[src/rtl/arb_stream_receiver.sv]
// arb_stream_receiver: far-end receiver for the 16-channel arbiter link.
// Frames the K-char delimited word stream, checks the header length, tags each
// payload word with its source channel and buffers it in a valid/ready FIFO.
// Optional build macro ARB_RX_CHECKSUM_EN: each frame carries an XOR trailer
// word that is checked before the last payload word is released.
module arb_stream_receiver #(
    parameter int unsigned MAXLEN  = 512,
    parameter int unsigned FIFO_AW = 4,
    parameter logic [15:0] KIDLE   = 16'h50BC
) (
    input  logic        i_clk,
    input  logic        i_reset,
    input  logic [15:0] i_din,
    input  logic        i_kchar,
    output logic [15:0] o_dout,
    output logic [3:0]  o_dchan,
    output logic        o_dvalid,
    input  logic        i_dready,
    output logic        o_dsof,
    output logic        o_deof,
    output logic        o_derr,
    output logic        o_err_len,
    output logic        o_err_k,
    output logic        o_err_ovf,
    output logic [15:0] o_frame_cnt
);
    localparam int unsigned DW    = 16;
    localparam int unsigned CW    = 4;
    localparam int unsigned LW    = 12;
    localparam int unsigned EW    = DW + CW + 3;   // {data, chan, sof, eof, err}
    localparam int unsigned DEPTH = 1 << FIFO_AW;
    localparam int unsigned CNTW  = FIFO_AW + 1;

    typedef enum logic [1:0] {S_IDLE, S_PAYLOAD, S_SKIP, S_TRAIL} state_t;

    state_t               r_state, w_state_nxt;
    logic [DW-1:0]        r_din;
    logic                 r_k;
    logic [CW-1:0]        r_chan;
    logic [LW-1:0]        r_cnt;
    logic                 r_first;
`ifdef ARB_RX_CHECKSUM_EN
    logic [DW-1:0]        r_xor;
    logic [DW-1:0]        r_hold;
    logic                 r_hold_sof;
`endif
    logic [LW-1:0]        w_hdr_len;
    logic                 w_hdr_bad, w_last;
    logic                 w_push, w_psof, w_peof, w_perr, w_err_len, w_err_k;
    logic [DW-1:0]        w_pdata;
    logic                 r_wr, r_err_len, r_err_k, r_err_ovf;
    logic [EW-1:0]        r_wentry;
    logic [EW-1:0]        r_mem [DEPTH];
    logic [FIFO_AW-1:0]   r_wptr, r_rptr, w_rptr_nxt;
    logic [CNTW-1:0]      r_count, w_head_cnt;
    logic                 w_full, w_pop, w_wr_ok;
    logic [EW-1:0]        r_head;
    logic                 r_dvalid;
    logic [15:0]          r_frame_cnt;

    assign w_hdr_len = r_din[LW-1:0];
    assign w_hdr_bad = (w_hdr_len == '0) || (32'(w_hdr_len) > MAXLEN);
    assign w_last    = (r_cnt == LW'(1));

    // Input stage; the pipe powers up looking like an idle comma
    always_ff @(posedge i_clk or posedge i_reset) begin
        if (i_reset) begin
            r_din <= KIDLE;
            r_k   <= 1'b1;
        end else begin
            r_din <= i_din;
            r_k   <= i_kchar;
        end
    end

    // FSM state register
    always_ff @(posedge i_clk or posedge i_reset) begin
        if (i_reset) r_state <= S_IDLE;
        else         r_state <= w_state_nxt;
    end

    // FSM next state
    always_comb begin
        w_state_nxt = r_state;
        case (r_state)
            S_IDLE:    if (!r_k) w_state_nxt = w_hdr_bad ? S_SKIP : S_PAYLOAD;
            S_PAYLOAD: begin
                if (r_k) w_state_nxt = S_IDLE;
`ifdef ARB_RX_CHECKSUM_EN
                else if (w_last) w_state_nxt = S_TRAIL;
`else
                else if (w_last) w_state_nxt = S_IDLE;
`endif
            end
            S_SKIP:    if (r_k) w_state_nxt = S_IDLE;
            default:   w_state_nxt = S_IDLE;
        endcase
    end

    // FSM outputs: FIFO push request and error pulses
    always_comb begin
        w_push    = 1'b0;
        w_pdata   = '0;
        w_psof    = 1'b0;
        w_peof    = 1'b0;
        w_perr    = 1'b0;
        w_err_len = 1'b0;
        w_err_k   = 1'b0;
        case (r_state)
            S_IDLE: w_err_len = !r_k && w_hdr_bad;
            S_PAYLOAD: begin
                if (r_k) begin
                    // truncated frame: close it with an error filler
                    w_err_k = 1'b1;
                    w_push  = 1'b1;
                    w_peof  = 1'b1;
                    w_perr  = 1'b1;
                end else begin
`ifdef ARB_RX_CHECKSUM_EN
                    w_push  = !w_last;
`else
                    w_push  = 1'b1;
                    w_peof  = w_last;
`endif
                    w_pdata = r_din;
                    w_psof  = r_first;
                end
            end
`ifdef ARB_RX_CHECKSUM_EN
            S_TRAIL: begin
                w_push  = 1'b1;
                w_pdata = r_hold;
                w_psof  = r_hold_sof;
                w_peof  = 1'b1;
                w_err_k = r_k;
                w_perr  = r_k || (r_din != r_xor);
            end
`endif
            default: ;
        endcase
    end

    // Frame context: channel, remaining length, first-word flag
    always_ff @(posedge i_clk or posedge i_reset) begin
        if (i_reset) begin
            r_chan     <= '0;
            r_cnt      <= '0;
            r_first    <= 1'b0;
`ifdef ARB_RX_CHECKSUM_EN
            r_xor      <= '0;
            r_hold     <= '0;
            r_hold_sof <= 1'b0;
`endif
        end else if (r_state == S_IDLE && !r_k) begin
            r_chan  <= r_din[DW-1:LW];
            r_cnt   <= w_hdr_len;
            r_first <= 1'b1;
`ifdef ARB_RX_CHECKSUM_EN
            r_xor   <= r_din;
`endif
        end else if (r_state == S_PAYLOAD && !r_k) begin
            r_cnt   <= r_cnt - LW'(1);
            r_first <= 1'b0;
`ifdef ARB_RX_CHECKSUM_EN
            r_xor   <= r_xor ^ r_din;
            if (w_last) begin
                r_hold     <= r_din;
                r_hold_sof <= r_first;
            end
`endif
        end
    end

    // Registered push request and error pulses
    always_ff @(posedge i_clk or posedge i_reset) begin
        if (i_reset) begin
            r_wr      <= 1'b0;
            r_wentry  <= '0;
            r_err_len <= 1'b0;
            r_err_k   <= 1'b0;
        end else begin
            r_wr      <= w_push;
            r_wentry  <= {w_pdata, r_chan, w_psof, w_peof, w_perr};
            r_err_len <= w_err_len;
            r_err_k   <= w_err_k;
        end
    end

    assign w_pop      = r_dvalid && i_dready;
    assign w_full     = (r_count == CNTW'(DEPTH));
    assign w_wr_ok    = r_wr && (!w_full || w_pop);
    assign w_rptr_nxt = r_rptr + FIFO_AW'(w_pop);
    assign w_head_cnt = r_count - CNTW'(w_pop);

    // FIFO storage
    always_ff @(posedge i_clk) begin
        if (w_wr_ok) r_mem[r_wptr] <= r_wentry;
    end

    // FIFO pointers, occupancy, overflow flag, registered head and frame counter
    always_ff @(posedge i_clk or posedge i_reset) begin
        if (i_reset) begin
            r_wptr      <= '0;
            r_rptr      <= '0;
            r_count     <= '0;
            r_err_ovf   <= 1'b0;
            r_head      <= '0;
            r_dvalid    <= 1'b0;
            r_frame_cnt <= '0;
        end else begin
            if (w_wr_ok) r_wptr <= r_wptr + FIFO_AW'(1);
            r_rptr <= w_rptr_nxt;
            case ({w_wr_ok, w_pop})
                2'b10:   r_count <= r_count + CNTW'(1);
                2'b01:   r_count <= r_count - CNTW'(1);
                default: r_count <= r_count;
            endcase
            if (r_wr && !w_wr_ok) r_err_ovf <= 1'b1;
            r_dvalid <= (w_head_cnt != '0);
            r_head   <= (w_head_cnt != '0) ? r_mem[w_rptr_nxt] : '0;
            if (w_pop && r_head[1] && !r_head[0]) r_frame_cnt <= r_frame_cnt + 16'd1;
        end
    end

    assign o_dout      = r_head[3+CW +: DW];
    assign o_dchan     = r_head[3 +: CW];
    assign o_dsof      = r_head[2];
    assign o_deof      = r_head[1];
    assign o_derr      = r_head[0];
    assign o_dvalid    = r_dvalid;
    assign o_err_len   = r_err_len;
    assign o_err_k     = r_err_k;
    assign o_err_ovf   = r_err_ovf;
    assign o_frame_cnt = r_frame_cnt;

endmodule

[config.mk]
export PLATFORM = sky130hd
export DESIGN_NAME = arb_stream_receiver
export DESIGN_NICKNAME = d
export VERILOG_FILES = /design/src/rtl/arb_stream_receiver.sv
export SDC_FILE = /design/constraint.sdc
export NUM_CORES = 1
export LEC_CHECK = 0
export BUFFER_PORTS_ARGS = -buffer_cell sky130_fd_sc_hd__buf_2
export CORE_UTILIZATION = 35
export CTS_CLUSTER_SIZE = 20
export DETAILED_ROUTE_END_ITERATION = 8
export SLEW_MARGIN = 20
export SYNTH_ARGS = -nofsm -noshare
export SYNTH_HDL_FRONTEND = slang
export SYNTH_SLANG_ARGS = --single-unit
[constraint.sdc]
create_clock -name i_clk -period 4.3 [get_ports i_clk]
set_input_delay 0.43 -clock i_clk [delete_from_list [all_inputs] [get_ports i_clk]]
set_output_delay 0.43 -clock i_clk [all_outputs]
set_load 0.01 [all_outputs]
==> qor.csv <==
metric,value,unit
PortBufs,62,
Worst Tran Pin Value,1.056,ns
worst hold path class,input port to async pin,
sequential element share of the synthesized area,75.49,%
number of synthesized flops with an enable pin,368,
nets,1142,
FF-to-FF setup slack,1.48,ns
vias in the first global route,9658,
crit share post-route,65.67,%
Critical Path AT,3.27,ns
Post-Route WL,40.03,mm
CTS tree,yes,
RSZ-0062 raised after global routing,no,
die area,0.05367,mm2
final antenna-violating net count,0,
# fillers,4571,
Tmin final,2.824,ns
largest cells by area after synthesis,"edfxtp_1 60%, dfrtp_1 15%, mux4_2 8.1%, mux2_2 3.1%, o22ai_1 1.5%",
failing checks,negative hold slack,
DR WL/cell,21.85,um
crit path capture,r_head[20],
Detailed Route Iter0 Violations,569,
Syn Inst Count,987,
Final Non-Filler Cells,1832,
DP Cell Count,1721,
synthesized area,0.01846,mm2
leading cell types by count after synthesis,"368 x edfxtp_1, 107 x dfrtp_1, 66 x mux4_2",
multi-input logic area,0.004288,mm2
max-slew violation count,0,
"Warnings, synthesis",0,
dpl ws,1.347,ns
final hold vios,2,
io pins,63,
Pleak,7.470,nW
ys flop type,edfxtp_1,
Die H,231.7,um
worst-path fanout max,40,
global-route wire length before repair,60.58,mm
Min Hold Slack,-0.002363,ns
Final GP Congestion,0.7813,
Async SR Flop Fraction,23.81,%
maximum buffer depth of the clock tree,3,
initial antenna violation count,1,
CORE AREA,0.05172,mm2
Initial Util,35.70,%
most common cell in the synthesized netlist,edfxtp_1,
Sink Count,483,
cell taking the most area after synthesis,edfxtp_1,
unique cell type count in the Yosys netlist,58,
Avg Synthesized Cell Area,18.71,um2
clock transition at the registers of the reported paths,0.06,ns
status,"finished, violations left",
# DRC,0,
Syn Nets,1019,
highest clock rate,354.1,MHz
Clock Tree Root,clkbuf_16,
GRT Resource Usage Total,15.16,%
final worst slack,1.476,ns
crit path from,r_rptr[0],
Reg area,0.01394,mm2
critical path type,flip-flop to flip-flop,
reg2reg start,r_rptr[0],
# rows,83,
PD cells,610.4,mW/mm2
relative slew slack,29.58,%
Worst VDD drop,0.3445,mV
RR Endpoint,r_head[20],
CP Capture Type,flip-flop,
post-DR vias/cell,5.080,
HPWL after DPL,24.02,mm
Clock Skews,0.02469,ns
H-tree depth,2,
router iterations before antenna repair,5,
Congestion Overflow GR,0,
cell count of the worst reg-to-reg path,7,
max_cap viols,0,
Num CTS Buffers,50,
# setup viols final,0,
setup tns final,0,ns
worst path required time,4.75,ns
area grow syn2layout,17.01,%
pin count of the biggest net entering global routing,88,
startpoint types,flip-flop,
Worst-Skew Late Latency,0.59,ns
share of layout cells above drive strength 1,28.56,%
Yosys reg bits,483,
antenna diode count,0,
post-synth top area share,59.85,%
Die Wd,231.7,um
via count,9306,
registers in the layout, indices dropped and copies added, names as in the netlist:
register / flops
r_wentry: 23
r_state: 2
r_k: 1
r_chan: 4
o_dvalid: 1
r_rptr: 4
r_first: 1
o_err_len: 1
r_head: 23
o_frame_cnt: 16
r_wptr: 4
r_wr: 1
r_cnt: 12
r_din: 16
o_err_ovf: 1
r_count: 5
r_mem: 368
stage by stage:
stage / instance area [um2] / power [mW] / utilization (%) / hold WS (ns)
finish: 21600 / 13.19 / 41.77 / -0.002363
global route: 21600 / 13.75 / 41.77 / 0.06254
CTS: 21600 / 13.36 / 41.77 / 0.03696
detailed placement: 19780 / 9.027 / 38.25 / 0.3760
global placement: 19780 / 8.983 / 38.25 / 0.3663
floorplan: 18460 / 7.912 / - / 0.3486
worst min path at each step:
stage / endpoint / slack [ns] / cells past startpoint / start
6_report: o_frame_cnt[9] / -0.002 / 2 / i_reset
4_1_cts: o_frame_cnt[5] / 0.04 / 2 / i_reset
3_5_place_dp: r_wentry[4] / 0.38 / 0 / r_chan[1]
2_1_floorplan: r_wentry[6] / 0.35 / 0 / r_chan[3]
3_3_place_gp: r_wentry[3] / 0.37 / 0 / r_chan[0]
5_1_grt: o_frame_cnt[15] / 0.06 / 2 / i_reset
final cells by class:
cell class,count,share of cell area (%)
multi-input combinational,444,19.85
tap,680,3.938
clock buffer,69,6.452
sequential,483,64.52
timing repair buffer,116,3.741
inverter,15,0.3070
clock inverter,25,1.193
what timing repair did:
action | 4_1_cts | 5_1_grt
endpoints found under the hold margin | 17 | 0
endpoints found under the setup margin | 0 | 0
hold buffers | 17 | 0
setup buffers | 0 | 0
gates resized for setup | 0 | 0
per-layer routing:
| metal | wire [um] | GRT usage [%] |
|---|---|---|
| met2 | 19850 | 25.65 |
| met5 | 0 | 0 |
| met1 | 17890 | 20.23 |
| met3 | 1500 | 2.165 |
| met4 | 789 | 4.544 |
report_power, final:
group          switching [mW]  leakage, nW  total [mW]  internal [mW]
clock                    1.78        0.807        4.30           2.52
combinational            1.84         1.97        3.33           1.49
sequential              0.261         4.69        5.55           5.29
cell usage in the layout (no fill, tap or decap), drive strengths merged, types with 21 or more instances in the layout:
| cell type | n |
|---|---|
| nand2 | 30 |
| xnor2 | 22 |
| mux2i | 28 |
| o22ai | 45 |
| clkbuf | 69 |
| buf | 99 |
| o21ai | 37 |
| nor2 | 26 |
| mux2 | 51 |
| edfxtp | 368 |
| dfrtp | 107 |
| and2 | 21 |
| mux4 | 66 |
cells by family after synthesis:
kind of cell | after synthesis | synth area share (%)
DFF | 483 | 75.49
and+or+nand+nor | 142 | 4.012
buffers and inverters | 60 | 1.694
muxes | 145 | 12.68
xor gates and xnor gates | 26 | 1.233
adders and majority gates | 12 | 0.8539
AOI/OAI and AO/OA | 119 | 4.032
critical path: stages, from the launching register on:
cell	delay (ns)
dfrtp_1	0.46
nand3b_1	0.24
and2_4	0.22
inv_6	0.41
buf_4	0.36
mux4_2	0.53
o22ai_1	0.31
o22ai_1	0.14
(Power assumes the default switching activity.)
